**src/rtl/bpsk_tx_pkg.sv**
```systemverilog
// Shared types and defaults for the BPSK transmit frame scheduler.
package bpsk_tx_pkg;

  typedef enum logic [2:0] {
    IDLE,
    PREAMBLE,
    SYNC,
    PAYLOAD,
    GUARD
  } tx_state_t;

  localparam logic [15:0] SYNC_WORD_DEFAULT = 16'hF3A5;
  localparam int          SPS_DEFAULT       = 20;

  function automatic int max_of4(input int a, input int b, input int c, input int d);
    int m;
    m = a;
    if (b > m) m = b;
    if (c > m) m = c;
    if (d > m) m = d;
    return m;
  endfunction

endpackage

```
**src/rtl/bpsk_sym_timer.sv**
```systemverilog
// Per-symbol sample counter. 'run' says whether the coming clock belongs to a
// symbol, so sym_start is a flop that lines up with the first clock of a symbol.
module bpsk_sym_timer
  import bpsk_tx_pkg::*;
#(
  parameter int SPS = SPS_DEFAULT
) (
  input  logic clk,
  input  logic rst_n,
  input  logic run,
  output logic sym_start,
  output logic sym_end,
  output logic sym_pre_end
);

  localparam int            CW   = $clog2(SPS);
  localparam logic [CW-1:0] LAST = CW'(SPS - 1);
  localparam logic [CW-1:0] PRE  = CW'(SPS - 2);

  logic [CW-1:0] cnt_reg;
  logic          active_reg;
  logic          start_reg;

  always_ff @(posedge clk or negedge rst_n) begin
    if (!rst_n) begin
      cnt_reg    <= '0;
      active_reg <= 1'b0;
      start_reg  <= 1'b0;
    end else if (!run) begin
      cnt_reg    <= '0;
      active_reg <= 1'b0;
      start_reg  <= 1'b0;
    end else begin
      active_reg <= 1'b1;
      // A new symbol begins either from rest or right after the last sample.
      if (!active_reg || cnt_reg == LAST) begin
        cnt_reg   <= '0;
        start_reg <= 1'b1;
      end else begin
        cnt_reg   <= cnt_reg + 1'b1;
        start_reg <= 1'b0;
      end
    end
  end

  assign sym_start   = start_reg;
  assign sym_end     = active_reg && (cnt_reg == LAST);
  assign sym_pre_end = active_reg && (cnt_reg == PRE);

endmodule

```
**src/rtl/bpsk_tx_scheduler.sv**
```systemverilog
// Frames payload bytes as preamble / sync word / payload / guard and serialises
// them MSB-first into the modulator's en/in inputs, one symbol per SPS clocks.
module bpsk_tx_scheduler
  import bpsk_tx_pkg::*;
#(
  parameter int          SPS           = SPS_DEFAULT,
  parameter int          PREAMBLE_BITS = 32,
  parameter logic [15:0] SYNC_WORD     = SYNC_WORD_DEFAULT,
  parameter int          GUARD_SYMS    = 4
) (
  input  logic       clk,
  input  logic       rst_n,
  input  logic       s_valid,
  input  logic [7:0] s_data,
  input  logic       s_last,
  output logic       s_ready,
  output logic       mod_en,
  output logic       mod_bit,
  output logic       sym_tick,
  output logic       busy,
  output logic       underrun
);

  localparam int               IDX_W      = $clog2(max_of4(PREAMBLE_BITS, 16, 8, GUARD_SYMS));
  localparam logic [IDX_W-1:0] PRE_LAST   = IDX_W'(PREAMBLE_BITS - 1);
  localparam logic [IDX_W-1:0] SYNC_LAST  = IDX_W'(15);
  localparam logic [IDX_W-1:0] BYTE_LAST  = IDX_W'(7);
  localparam logic [IDX_W-1:0] GUARD_LAST = IDX_W'(GUARD_SYMS - 1);

  tx_state_t        state_reg, state_next;
  logic [IDX_W-1:0] idx_reg, idx_next;
  logic [7:0]       shift_reg, shift_next;
  logic             last_reg, last_next;
  logic             mod_bit_reg, mod_bit_next;
  logic             s_ready_reg, s_ready_next;
  logic             underrun_reg, underrun_next;
  logic             mod_en_reg, busy_reg;
  logic             sym_end, sym_pre_end, sym_start;
  logic             run, accept;
  logic [15:0]      sync_sh;

  assign run    = (state_next != IDLE);
  assign accept = s_valid && s_ready_reg;

  bpsk_sym_timer #(.SPS(SPS)) u_timer (
    .clk         (clk),
    .rst_n       (rst_n),
    .run         (run),
    .sym_start   (sym_start),
    .sym_end     (sym_end),
    .sym_pre_end (sym_pre_end)
  );

  always_comb begin
    state_next    = state_reg;
    idx_next      = idx_reg;
    shift_next    = shift_reg;
    last_next     = last_reg;
    underrun_next = 1'b0;
    case (state_reg)
      IDLE: begin
        if (s_valid) begin
          state_next = PREAMBLE;
          idx_next   = '0;
        end
      end
      PREAMBLE: begin
        if (sym_end) begin
          if (idx_reg == PRE_LAST) begin
            state_next = SYNC;
            idx_next   = '0;
          end else begin
            idx_next = idx_reg + 1'b1;
          end
        end
      end
      SYNC, PAYLOAD: begin
        if (sym_end) begin
          if ((state_reg == SYNC && idx_reg == SYNC_LAST) ||
              (state_reg == PAYLOAD && idx_reg == BYTE_LAST)) begin
            idx_next = '0;
            if (state_reg == PAYLOAD && last_reg) begin
              state_next = GUARD;
            end else if (accept) begin
              state_next = PAYLOAD;
              shift_next = s_data;
              last_next  = s_last;
            end else begin
              state_next    = GUARD;
              underrun_next = 1'b1;
            end
          end else begin
            idx_next = idx_reg + 1'b1;
            if (state_reg == PAYLOAD) shift_next = {shift_reg[6:0], 1'b0};
          end
        end
      end
      GUARD: begin
        if (sym_end) begin
          if (idx_reg == GUARD_LAST) begin
            state_next = IDLE;
            idx_next   = '0;
          end else begin
            idx_next = idx_reg + 1'b1;
          end
        end
      end
      default: state_next = IDLE;
    endcase
  end

  // The bit for the upcoming symbol is chosen only when a symbol boundary is crossed.
  assign sync_sh = SYNC_WORD << idx_next;

  always_comb begin
    mod_bit_next = mod_bit_reg;
    if (state_reg == IDLE || sym_end) begin
      case (state_next)
        PREAMBLE: mod_bit_next = ~idx_next[0];
        SYNC:     mod_bit_next = sync_sh[15];
        PAYLOAD:  mod_bit_next = shift_next[7];
        default:  mod_bit_next = 1'b0;
      endcase
    end
    // Registered ready: raised one clock ahead so it lands on the symbol's final clock.
    s_ready_next = sym_pre_end &&
                   ((state_reg == SYNC && idx_reg == SYNC_LAST) ||
                    (state_reg == PAYLOAD && idx_reg == BYTE_LAST && !last_reg));
  end

  always_ff @(posedge clk or negedge rst_n) begin
    if (!rst_n) begin
      state_reg    <= IDLE;
      idx_reg      <= '0;
      shift_reg    <= '0;
      last_reg     <= 1'b0;
      mod_bit_reg  <= 1'b0;
      s_ready_reg  <= 1'b0;
      underrun_reg <= 1'b0;
      mod_en_reg   <= 1'b0;
      busy_reg     <= 1'b0;
    end else begin
      state_reg    <= state_next;
      idx_reg      <= idx_next;
      shift_reg    <= shift_next;
      last_reg     <= last_next;
      mod_bit_reg  <= mod_bit_next;
      s_ready_reg  <= s_ready_next;
      underrun_reg <= underrun_next;
      mod_en_reg   <= (state_next != IDLE);
      busy_reg     <= (state_next != IDLE);
    end
  end

  assign s_ready  = s_ready_reg;
  assign mod_en   = mod_en_reg;
  assign mod_bit  = mod_bit_reg;
  assign sym_tick = sym_start;
  assign busy     = busy_reg;
  assign underrun = underrun_reg;

endmodule
```
**config.mk**
```make
export PLATFORM = sky130hd
export DESIGN_NAME = bpsk_tx_scheduler
export DESIGN_NICKNAME = d
export VERILOG_FILES = /design/src/rtl/bpsk_tx_pkg.sv /design/src/rtl/bpsk_sym_timer.sv /design/src/rtl/bpsk_tx_scheduler.sv
export SDC_FILE = /design/constraint.sdc
export NUM_CORES = 1
export LEC_CHECK = 0
export ABC_AREA = 1
export CAP_MARGIN = 20
export CELL_PAD_IN_SITES_DETAIL_PLACEMENT = 1
export CELL_PAD_IN_SITES_GLOBAL_PLACEMENT = 1
export CORE_MARGIN = 2
export CORE_UTILIZATION = 37
export DETAILED_ROUTE_END_ITERATION = 6
export PLACE_DENSITY_LB_ADDON = 0.1
export SLEW_MARGIN = 10
export SYNTH_ARGS = -nofsm -noshare
export SYNTH_HDL_FRONTEND = slang
export SYNTH_HIERARCHICAL = 1
export SYNTH_SLANG_ARGS = --single-unit
```
**constraint.sdc**
```tcl
create_clock -name clk -period 1.9 [get_ports clk]
set_input_delay 0.38 -clock clk [delete_from_list [all_inputs] [get_ports clk]]
set_output_delay 0.38 -clock clk [all_outputs]
set_load 0.02 [all_outputs]
```
==> qor.csv, run 1 <==
metric,value,unit
reg2reg_depth,17,
gp_congestion,0.861,
ir_drop,0.547,mV
vias,1915,
cts-htree-levels,1,
antennaDiodeCount,0,
grt_pass1_vias,1828,
yosysWarnings,6,
clk_pin_slew,0.10,ns
slew_headroom,74.6,%
setup_violations,22,
start_kind,flip-flop,
fmax,0.447,GHz
syn-num-nets,254,
layout_min_cycle_time,2.24,ns
synth_top_area_cell,dfrtp_1,
design_area,2670,um^2
ios,18,
area_growth,56.9,%
powerDensity,737,nW/um^2
clock_latency,0.28,ns
holdBufCountCts,0,
finClkSkew,0.00401,ns
cp_data_required_time,2.07,ns
drive_gt1_share,39.6,%
grt_max_degree,29,
place_area,2260,um^2
rsz0062_at_grt,true,
drtPass1Iterations,4,
via_per_inst,5.18,
p_leak,1.34,nW
start_util,38.8,%
row_count,24,
path_depth,17,
netlist_area,1700,um^2
drt_iter0_drc,125,
cap_violations,0,
port_buffers,17,
synth-seq-cells,28,
grt_first_pass_wirelength,8800,um
ys_seq_area_share,41.1,%
cts_sinks,28,
drc,0,
n_fill_cell,557,
multi_input_comb_area,1050,um^2
finalHoldViolCount,0,
path_cells,"ha_2, nand2_2, nor2_4, ha_4, nand2_4, nor2_4, inv_2, o21ai_4, nand2_4, inv_2, nand2_2, nand2_2, inv_2, nor2_4, buf_4, nand3_4, a21boi_1",
netlist.area_leader.share,41.1,%
register_area,701,um^2
critPathMaxStageDelay,0.38,ns
dp_hpwl,3800,um
fin_setup_tns,-4.63,ns
hold_class,primary input to asynchronous set/reset pin,
routedWlPerCell,17.5,um
layout_setup_ws,-0.339,ns
gr-total-overflow,0,
numCtsBuffers,3,
tightest_slew,0.379,ns
p_total,1.97,mW
end_kind,flip-flop,
grt_antenna_before_repair,0,
whs,0.469,ns
synthDistinctLibCells,27,
violations,negative setup slack,
core,4380,um^2
crit_type,flip-flop to flip-flop,
fin_crit_sh,118,%
netlist_top_cells_area,"dfrtp_1 (41%), nand2_1 (15%), nand3_1 (7.1%), nor2_1 (6.6%), inv_1 (6.0%)",
finalNetCount,336,
cpMaxStageDelayCell,dfrtp_1,
die_w,71.8,um
status,"complete, but fails checks",
die_y,71.8,um
ant_nets,0,
routed_wl,6460,um
path_max_fanout,5,
cp_num_buf_inv,4,
crit_family,simple AND/OR/NAND/NOR gates,
cp.arrival,2.41,ns
root_buffer,clkbuf_8,
largest_reg_flops,8,
synthCells,237,
avgSynthCellArea,7.19,um^2
cts_max_path_buffers,2,
drv_slew,0,
cts_tree,done,
die-area,5160,um^2
grtUsageTotal,21.9,%
==> synth_stat cells <==
cell,instances
nand2_2,6
a21oi_2,1
inv_2,6
nor2_4,2
nand4_1,3
o21ai_0,3
mux2_2,1
nor2_2,2
nand3_1,24
nand3_2,2
o21ai_4,1
buf_2,1
xor2_1,1
nor2_1,30
xnor2_1,1
or2_1,1
nand2_1,68
dfrtp_1,28
nand2_4,1
inv_1,27
o21a_1,1
buf_4,1
a21boi_0,1
o211ai_1,1
ha_1,5
o21ai_1,1
a21oi_1,18
==> report_power, final <==
part | switching, mW | internal [mW] | leakage, nW
Clock | 0.203 | 0.283 | 0.0357
Sequential | 0.0670 | 0.685 | 0.333
Combinational | 0.387 | 0.345 | 0.967
==> stage by stage <==
step,setup WS [ns],instances,utilization (%)
2_1_floorplan,-0.135,237,-
3_3_place_gp,-0.231,345,51.5
3_5_place_dp,-0.303,345,51.5
4_1_cts,-0.277,358,55.7
5_1_grt,-0.504,370,60.9
6_report,-0.339,370,60.9
==> path summary, 6_finish.rpt <==
| path | slack (ns) | endpoint | start |
|---|---|---|---|
| hold / removal | 0.47 | u_timer/cnt_reg[0] | rst_n |
| hold reg to reg | 0.50 | shift_reg[0] | shift_reg[0] |
| max in group asynchronous | 1.16 | shift_reg[1] | rst_n |
| setup reg to reg | -0.34 | u_timer/sym_start | idx_reg[0] |
| min in group clk | 0.50 | shift_reg[0] | shift_reg[0] |
| setup / recovery | -0.34 | u_timer/sym_start | idx_reg[0] |
==> placed cells by master (no fill, tap or decap), drive strengths merged, types with 3 or more instances in the layout <==
| cell | synthesis | final |
|---|---|---|
| nor2 | 34 | 34 |
| clkbuf | 0 | 3 |
| nand4 | 3 | 3 |
| o21ai | 5 | 5 |
| ha | 5 | 5 |
| buf | 2 | 62 |
| clkdlybuf4s50 | 0 | 17 |
| inv | 33 | 33 |
| dfrtp | 28 | 28 |
| a21oi | 19 | 19 |
| nand3 | 26 | 26 |
| nand2 | 75 | 75 |
==> what timing repair did <==
action	CTS	global route
setup buffers	10	12
gates resized for setup	16	37
pin swaps	7	18
endpoints found under the setup margin	22	25
==> worst reg2reg max path, stage by stage, from the launching register on <==
cell and delay, ns:
dfrtp_1 0.38, ha_2 0.21, nand2_2 0.09, nor2_4 0.12, ha_4 0.16, nand2_4 0.05
nor2_4 0.10, inv_2 0.07, o21ai_4 0.08, nand2_4 0.09, inv_2 0.08, nand2_2 0.06
nand2_2 0.07, inv_2 0.06, nor2_4 0.15, buf_4 0.14, nand3_4 0.08, a21boi_1 0.15
==> cell type report <==
type                    count  area share, %
inverters                  33           4.82
well taps                  52           2.44
repair buffers             79           24.5
multi-input cells         174           39.3
clock buffers               3           1.55
clock inverters             1           1.12
flip-flops and latches     28           26.2
==> cell families after synthesis <==
logic type                 Yosys count  synth area share [%]
AOI/OAI and AO/OA                   27                  9.26
DFF                                 28                  41.1
and+or+nand+nor                    139                  36.2
buffers and inverters               35                  8.01
adders and majority gates            5                  3.67
muxes                                1                 0.661
xor gates and xnor gates             2                  1.03
==> per-layer routing <==
| layer | vias to the layer above | global-route usage [%] | wire (um) |
|---|---|---|---|
| li1 | 906 | - | - |
| met1 | 945 | 30.7 | 2850 |
| met2 | 52 | 36.5 | 3220 |
| met3 | 12 | 2.95 | 284 |
| met4 | 0 | 3.98 | 114 |
| met5 | - | 0 | 0 |
(Power assumes the default switching activity.)
==> inputs of run 2 (changes only) <==
--- a/config.mk
+++ b/config.mk
@@ -5,12 +5,11 @@
 export SDC_FILE = /design/constraint.sdc
 export NUM_CORES = 1
 export LEC_CHECK = 0
-export ABC_AREA = 1
 export CAP_MARGIN = 20
 export CELL_PAD_IN_SITES_DETAIL_PLACEMENT = 1
 export CELL_PAD_IN_SITES_GLOBAL_PLACEMENT = 1
 export CORE_MARGIN = 2
-export CORE_UTILIZATION = 37
+export CORE_UTILIZATION = 39
 export DETAILED_ROUTE_END_ITERATION = 6
 export PLACE_DENSITY_LB_ADDON = 0.1
 export SLEW_MARGIN = 10
==> qor.csv, run 2 <==
metric,value,unit,change
cp_num_buf_inv,0,,-4
grt_max_degree,29,,unchanged
via_per_inst,5.70,,+10%
synth-edff-count,0,,unchanged
drc,0,,unchanged
die-area,5100,um^2,-1.2%
cts_sinks,28,,unchanged
layout_setup_ws,-0.434,ns,-0.0953 ns
synth_most_common_cell,dfrtp_1,,
path_max_fanout,4,,-1
routedWlPerCell,19.7,um,+13%
cts-htree-levels,1,,unchanged
area_growth,54.8,%,
rsz0062_at_grt,true,,
critPathMaxStageDelay,0.43,ns,+0.05 ns
ir_drop,0.684,mV,+25%
avgSynthCellArea,9.48,um^2,+32%
finClkSkew,0.00484,ns,+0.000833 ns
drv_slew,0,,unchanged
core,4350,um^2,-0.68%
powerDensity,776,nW/um^2,+5.2%
final_cell_mix,"buf_4 (58), dfrtp_1 (28), clkdlybuf4s50_1 (17), nor2_1 (15), inv_1 (11)",,
grt_pass1_vias,1931,,+5.6%
netlist_area,1770,um^2,+4.1%
fmax,0.428,GHz,-4.1%
synthDistinctLibCells,50,,+85%
violations,negative setup slack,,
finalNetCount,281,,-16%
start_util,40.7,%,+1.9 points
synth-seq-cells,28,,unchanged
cp_common_cell,ha_4,,
largest_reg_flops,8,,unchanged
cpMaxStageDelayCell,dfrtp_1,,
port_buffers,17,,unchanged
root_buffer,clkbuf_8,,
p_leak,1.17,nW,-12%
grtUsageTotal,24.6,%,+2.7 points
synthArstFlopShare,100,%,unchanged
clk_pin_slew,0.10,ns,about the same
gr-total-overflow,0,,unchanged
end_kind,flip-flop,,
whs,0.491,ns,+0.0213 ns
use_met3,2.95,%,unchanged
final_common_cell,buf_4,,
grt_antenna_before_repair,0,,unchanged
cts_max_path_buffers,2,,unchanged
path_cells,"ha_4, and3_4, ha_4, nor2b_1, a211oi_2, o211ai_2, o21ai_2, xnor2_1, a2111o_1, a31oi_1",,
holdBufCountCts,0,,unchanged
antennaDiodeCount,0,,unchanged
fin_crit_sh,123,%,+5.0 points
numCtsBuffers,3,,unchanged
cp_data_required_time,2.12,ns,+0.05 ns
cts_tree,done,,
clock_latency,0.29,ns,about the same
ant_nets,0,,unchanged
drt_iter0_drc,61,,-51%
setup_violations,18,,-18%
drtPass1Iterations,4,,unchanged
regToRegSetupSlack,-0.43,ns,-0.10 ns
tightest_slew,0.422,ns,+0.0434 ns
syn-num-nets,204,,-20%
cp.arrival,2.55,ns,+0.14 ns
slew_headroom,71.6,%,-3.0 points
netlist_top_cells_area,"dfrtp_1 (40%), nor2_1 (3.8%), ha_1 (3.5%), a21oi_1 (3.4%), a22oi_1 (3.0%)",,
hold_class,primary input to asynchronous set/reset pin,,
grtUsageMet1,28.8,%,-1.9 points
crit_type,flip-flop to flip-flop,,
yosysWarnings,6,,unchanged
die_w,71.4,um,-0.58%
grt_first_pass_wirelength,9690,um,+10%
ys.flop_type,dfrtp_1,,
row_count,24,,unchanged
vias,1794,,-6.3%
synthTopCellsByCount,"dfrtp_1 (28), nor2_1 (18), a21oi_1 (12), nand2_1 (12), inv_1 (11)",,
layout_min_cycle_time,2.33,ns,+0.0953 ns
drive_gt1_share,44.1,%,+4.5 points
synth_top_area_cell,dfrtp_1,,
ys_seq_area_share,39.5,%,-1.6 points
gp_congestion,0.786,,-8.8%
die_y,71.4,um,-0.58%
status,"complete, but fails checks",,
netlist.area_leader.share,39.5,%,-1.6 points
start_kind,flip-flop,,
instances_no_fill,315,,-15%
ios,18,,unchanged
dp_hpwl,4200,um,+10%
finalHoldViolCount,0,,unchanged
crit_family,compound AO/OA/AOI/OAI gates,,
cap_violations,0,,unchanged
met2_usage,46.6,%,+10 points
placed_cells,297,,-14%
routed_wl,6210,um,-4.0%
synthCells,187,,-21%
p_total,2.13,mW,+8.1%
grt_busiest_layer,met2,,
-- run 2: cell types whose count changed after synthesis, moves of 6 or more --
cell and change:
a21oi_1 -6, nand3_1 -16, nand2b_1 +7, nand2_1 -56, nor2_1 -12, inv_2 -6, a22oi_1 +7, inv_1 -16
nand2_2 -6
-- run 2: metal layers --
metal | wire [um] | part of all wire, % | vias to the layer above
met5 | 0 | 0 | -
met4 | 108 | 1.7 | 0
met3 | 156 | 2.5 | 10
met2 | 3560 | 57 | 33
met1 | 2380 | 38 | 915
li1 | - | - | 836
-- run 2: final cells by class --
type | instances | area, um^2
Multi-Input combinational cell | 138 | 1180
Tap cell | 52 | 65.1
Inverter | 11 | 41.3
Timing Repair Buffer | 82 | 684
Clock inverter | 1 | 30.0
Sequential cell | 28 | 701
Clock buffer | 3 | 41.3
Fill cell | 483 | 1610
-- run 2: worst reg2reg max path: stages, from the launching register on --
cell,delay [ns]
dfrtp_1,0.43
ha_4,0.18
and3_4,0.17
ha_4,0.17
nor2b_1,0.14
a211oi_2,0.17
o211ai_2,0.15
o21ai_2,0.27
xnor2_1,0.11
a2111o_1,0.36
a31oi_1,0.13
-- run 2: cell families (layout without fill, tap and decap cells) --
kind of cell / Yosys count / after routing / share of synthesized area (%)
and+or+nand+nor: 76 / 76 / 27.2
xor gates and xnor gates: 4 / 4 / 1.98
buffers and inverters: 21 / 97 / 5.93
adders and majority gates: 5 / 5 / 3.53
DFF: 28 / 28 / 39.5
AOI/OAI and AO/OA: 53 / 53 / 21.8
-- run 2: final timing paths --
check	start	to	cells after the start
worst max-delay path	idx_reg[0]	mod_bit	10
worst min-delay path	rst_n	u_timer/cnt_reg[3]	2
worst max register to register	idx_reg[0]	mod_bit	10
worst min register to register	shift_reg[6]	shift_reg[6]	2
max in group asynchronous	rst_n	shift_reg[0]	2
min in group clk	shift_reg[6]	shift_reg[6]	2
-- run 2: power by group --
group	leakage, nW	total, mW	switching [mW]	internal (mW)
clock	0.0357	0.485	0.203	0.283
combinational	0.791	0.868	0.403	0.465
sequential	0.347	0.776	0.0835	0.692
-- run 2: through the flow --
| step | area (um^2) | TNS, ns | worst slack, ns | util, % |
|---|---|---|---|---|
| after global placement | 2400 | -3.84 | -0.447 | 55.2 |
| after CTS | 2670 | -3.45 | -0.448 | 61.2 |
| after floorplan | 1860 | -1.42 | -0.322 | - |
| after global routing | 2750 | -6.57 | -0.600 | 63.0 |
| after detailed placement | 2400 | -5.50 | -0.564 | 55.2 |
| final | 2750 | -4.33 | -0.434 | 63.0 |
-- run 2: what timing repair did --
| action | in CTS | in global routing |
|---|---|---|
| gates resized for setup | 36 | 5 |
| pin swaps | 7 | 8 |
| endpoints found under the hold margin | 0 | 0 |
| gates cloned | 1 | 0 |
| setup buffers | 7 | 7 |
| endpoints found under the setup margin | 23 | 25 |
==> inputs of run 3 (changes only) <==
--- a/config.mk
+++ b/config.mk
@@ -9,8 +9,9 @@
 export CELL_PAD_IN_SITES_DETAIL_PLACEMENT = 1
 export CELL_PAD_IN_SITES_GLOBAL_PLACEMENT = 1
 export CORE_MARGIN = 2
-export CORE_UTILIZATION = 39
+export CORE_UTILIZATION = 44
 export DETAILED_ROUTE_END_ITERATION = 6
+export DONT_BUFFER_PORTS = 1
 export PLACE_DENSITY_LB_ADDON = 0.1
 export SLEW_MARGIN = 10
 export SYNTH_ARGS = -nofsm -noshare
==> qor.csv, run 3 (synthesis gave the netlist of run 2 again) <==
metric,value,unit,change
final_cell_mix,"buf_4 (57), dfrtp_1 (27), nor2_1 (15), inv_1 (10), nand2_1 (10)",,
p_total,2.03,mW,-4.7%
gp_congestion,0.883,,+12%
setup_violations,21,,+3
whs,0.219,ns,-0.271 ns
start_kind,flip-flop,,
fin_setup_tns,-4.35,ns,-0.0140 ns
vias,1725,,-3.8%
ir_drop,0.850,mV,+24%
powerDensity,776,nW/um^2,+0.11%
p_seq_share,38.1,%,+1.7 points
grt_first_pass_wirelength,9470,um,-2.4%
status,"complete, but fails checks",,
area_growth,47.4,%,
layout_min_cycle_time,2.37,ns,+0.0365 ns
via_per_inst,5.81,,+2.0%
cap_violations,0,,unchanged
fin_crit_sh,125,%,+1.9 points
finalHoldViolCount,0,,unchanged
drv_slew,0,,unchanged
hold_class,primary input to flip-flop,,
tightest_slew,0.406,ns,-0.0162 ns
antennaDiodeCount,0,,unchanged
row_count,23,,-4.2%
end_kind,flip-flop,,
p_leak,1.14,nW,-3.3%
rsz0062_at_grt,true,,
core,3940,um^2,-9.5%
finalNetCount,265,,-5.7%
drt_iter0_drc,51,,-16%
routedWlPerCell,20.0,um,+1.7%
crit_type,flip-flop to flip-flop,,
ios,18,,unchanged
switching_share,31.7,%,-0.70 points
die_y,67.5,um,-5.5%
cts_tree,done,,
numCtsBuffers,3,,unchanged
violations,negative setup slack,,
power_switching,0.642,mW,-6.8%
drive_gt1_share,47.4,%,+3.3 points
die-area,4550,um^2,-11%
cp.arrival,2.59,ns,+0.04 ns
start_util,45.0,%,+4.3 points
root_buffer,clkbuf_8,,
dp_hpwl,4050,um,-3.5%
gr-total-overflow,0,,unchanged
design_area,2610,um^2,-4.8%
finClkSkew,0.00784,ns,+0.00300 ns
path_max_fanout,4,,unchanged
cts_sinks,28,,unchanged
clock_latency,0.28,ns,about the same
layout_setup_ws,-0.471,ns,-0.0365 ns
grtUsageTotal,28.1,%,+3.5 points
ant_nets,0,,unchanged
cts-htree-levels,1,,unchanged
drtPass1Iterations,4,,unchanged
place_area,2270,um^2,-5.6%
cts_max_path_buffers,2,,unchanged
p_comb_share,38.3,%,-2.5 points
largest_reg_flops,8,,unchanged
cp_data_required_time,2.11,ns,about the same
clk_pin_slew,0.10,ns,about the same
grt_max_degree,29,,unchanged
routed_wl,5950,um,-4.1%
fmax,0.422,GHz,-1.5%
final_common_cell,buf_4,,
grt_antenna_before_repair,0,,unchanged
regToRegSetupSlack,-0.47,ns,-0.04 ns
drc,0,,unchanged
port_buffers,0,,-17
slew_headroom,72.6,%,+0.92 points
p_clk_share,23.6,%,+0.8 points
p_int,1.39,mW,-3.7%
die_w,67.5,um,-5.5%
grt_pass1_vias,1906,,-1.3%
-- run 3: stage by stage --
stage | util (%) | instances | worst slack, ns
2_1_floorplan | - | 187 | -0.322
3_3_place_gp | 57.5 | 283 | -0.384
3_5_place_dp | 57.5 | 283 | -0.564
4_1_cts | 64.1 | 295 | -0.434
5_1_grt | 66.3 | 297 | -0.569
6_report | 66.3 | 297 | -0.471
-- run 3: timing repair --
item / 4_1_cts / 5_1_grt
hold endpoints to repair: 28 / 0
setup buffers: 5 / 2
resized for setup: 25 / 16
pin swaps: 15 / 5
gates cloned: 1 / 0
hold buffers: 2 / 0
setup endpoints to repair: 19 / 25
-- run 3: layer usage --
layer	vias up	global-route usage, %	routed length, um
li1	802	-	-
met4	0	12.2	151
met1	872	32.6	2400
met3	15	3.67	167
met5	-	0	0
met2	36	51.1	3230
-- run 3: final timing paths --
| kind | start | endpoint | cells after the start |
|---|---|---|---|
| min | s_last | last_reg | 2 |
| max reg2reg | idx_reg[1] | mod_bit | 10 |
| min reg2reg | shift_reg[7] | shift_reg[7] | 2 |
| min in group asynchronous | rst_n | u_timer/cnt_reg[2] | 2 |
| max | idx_reg[1] | mod_bit | 10 |
| max in group asynchronous | rst_n | idx_reg[4] | 2 |
-- run 3: power by group through the flow --
stage	logic, mW	registers [mW]	clock network (mW)
4_1_cts	0.726	0.770	0.487
6_report	0.777	0.773	0.479
3_5_place_dp	0.664	0.782	0
2_1_floorplan	0.364	0.800	0
3_3_place_gp	0.628	0.776	0
5_1_grt	0.843	0.787	0.508
-- run 3: final cells by class --
class,count,area [um^2]
repair buffers,66,562
multi-input cells,138,1170
clock buffers,3,41.3
clock inverters,1,30.0
inverters,11,41.3
flip-flops and latches,28,702
well taps,50,62.6
fillers,426,1330
-- run 3: critical path: stages (launching register included) --
cell and delay [ns]:
dfrtp_1 0.37, ha_2 0.19, and3_4 0.22, ha_4 0.18, nand2b_4 0.05, a221o_1 0.34
a32o_2 0.28, o21ai_4 0.08, xnor2_1 0.10, a2111o_1 0.36, a31oi_1 0.13
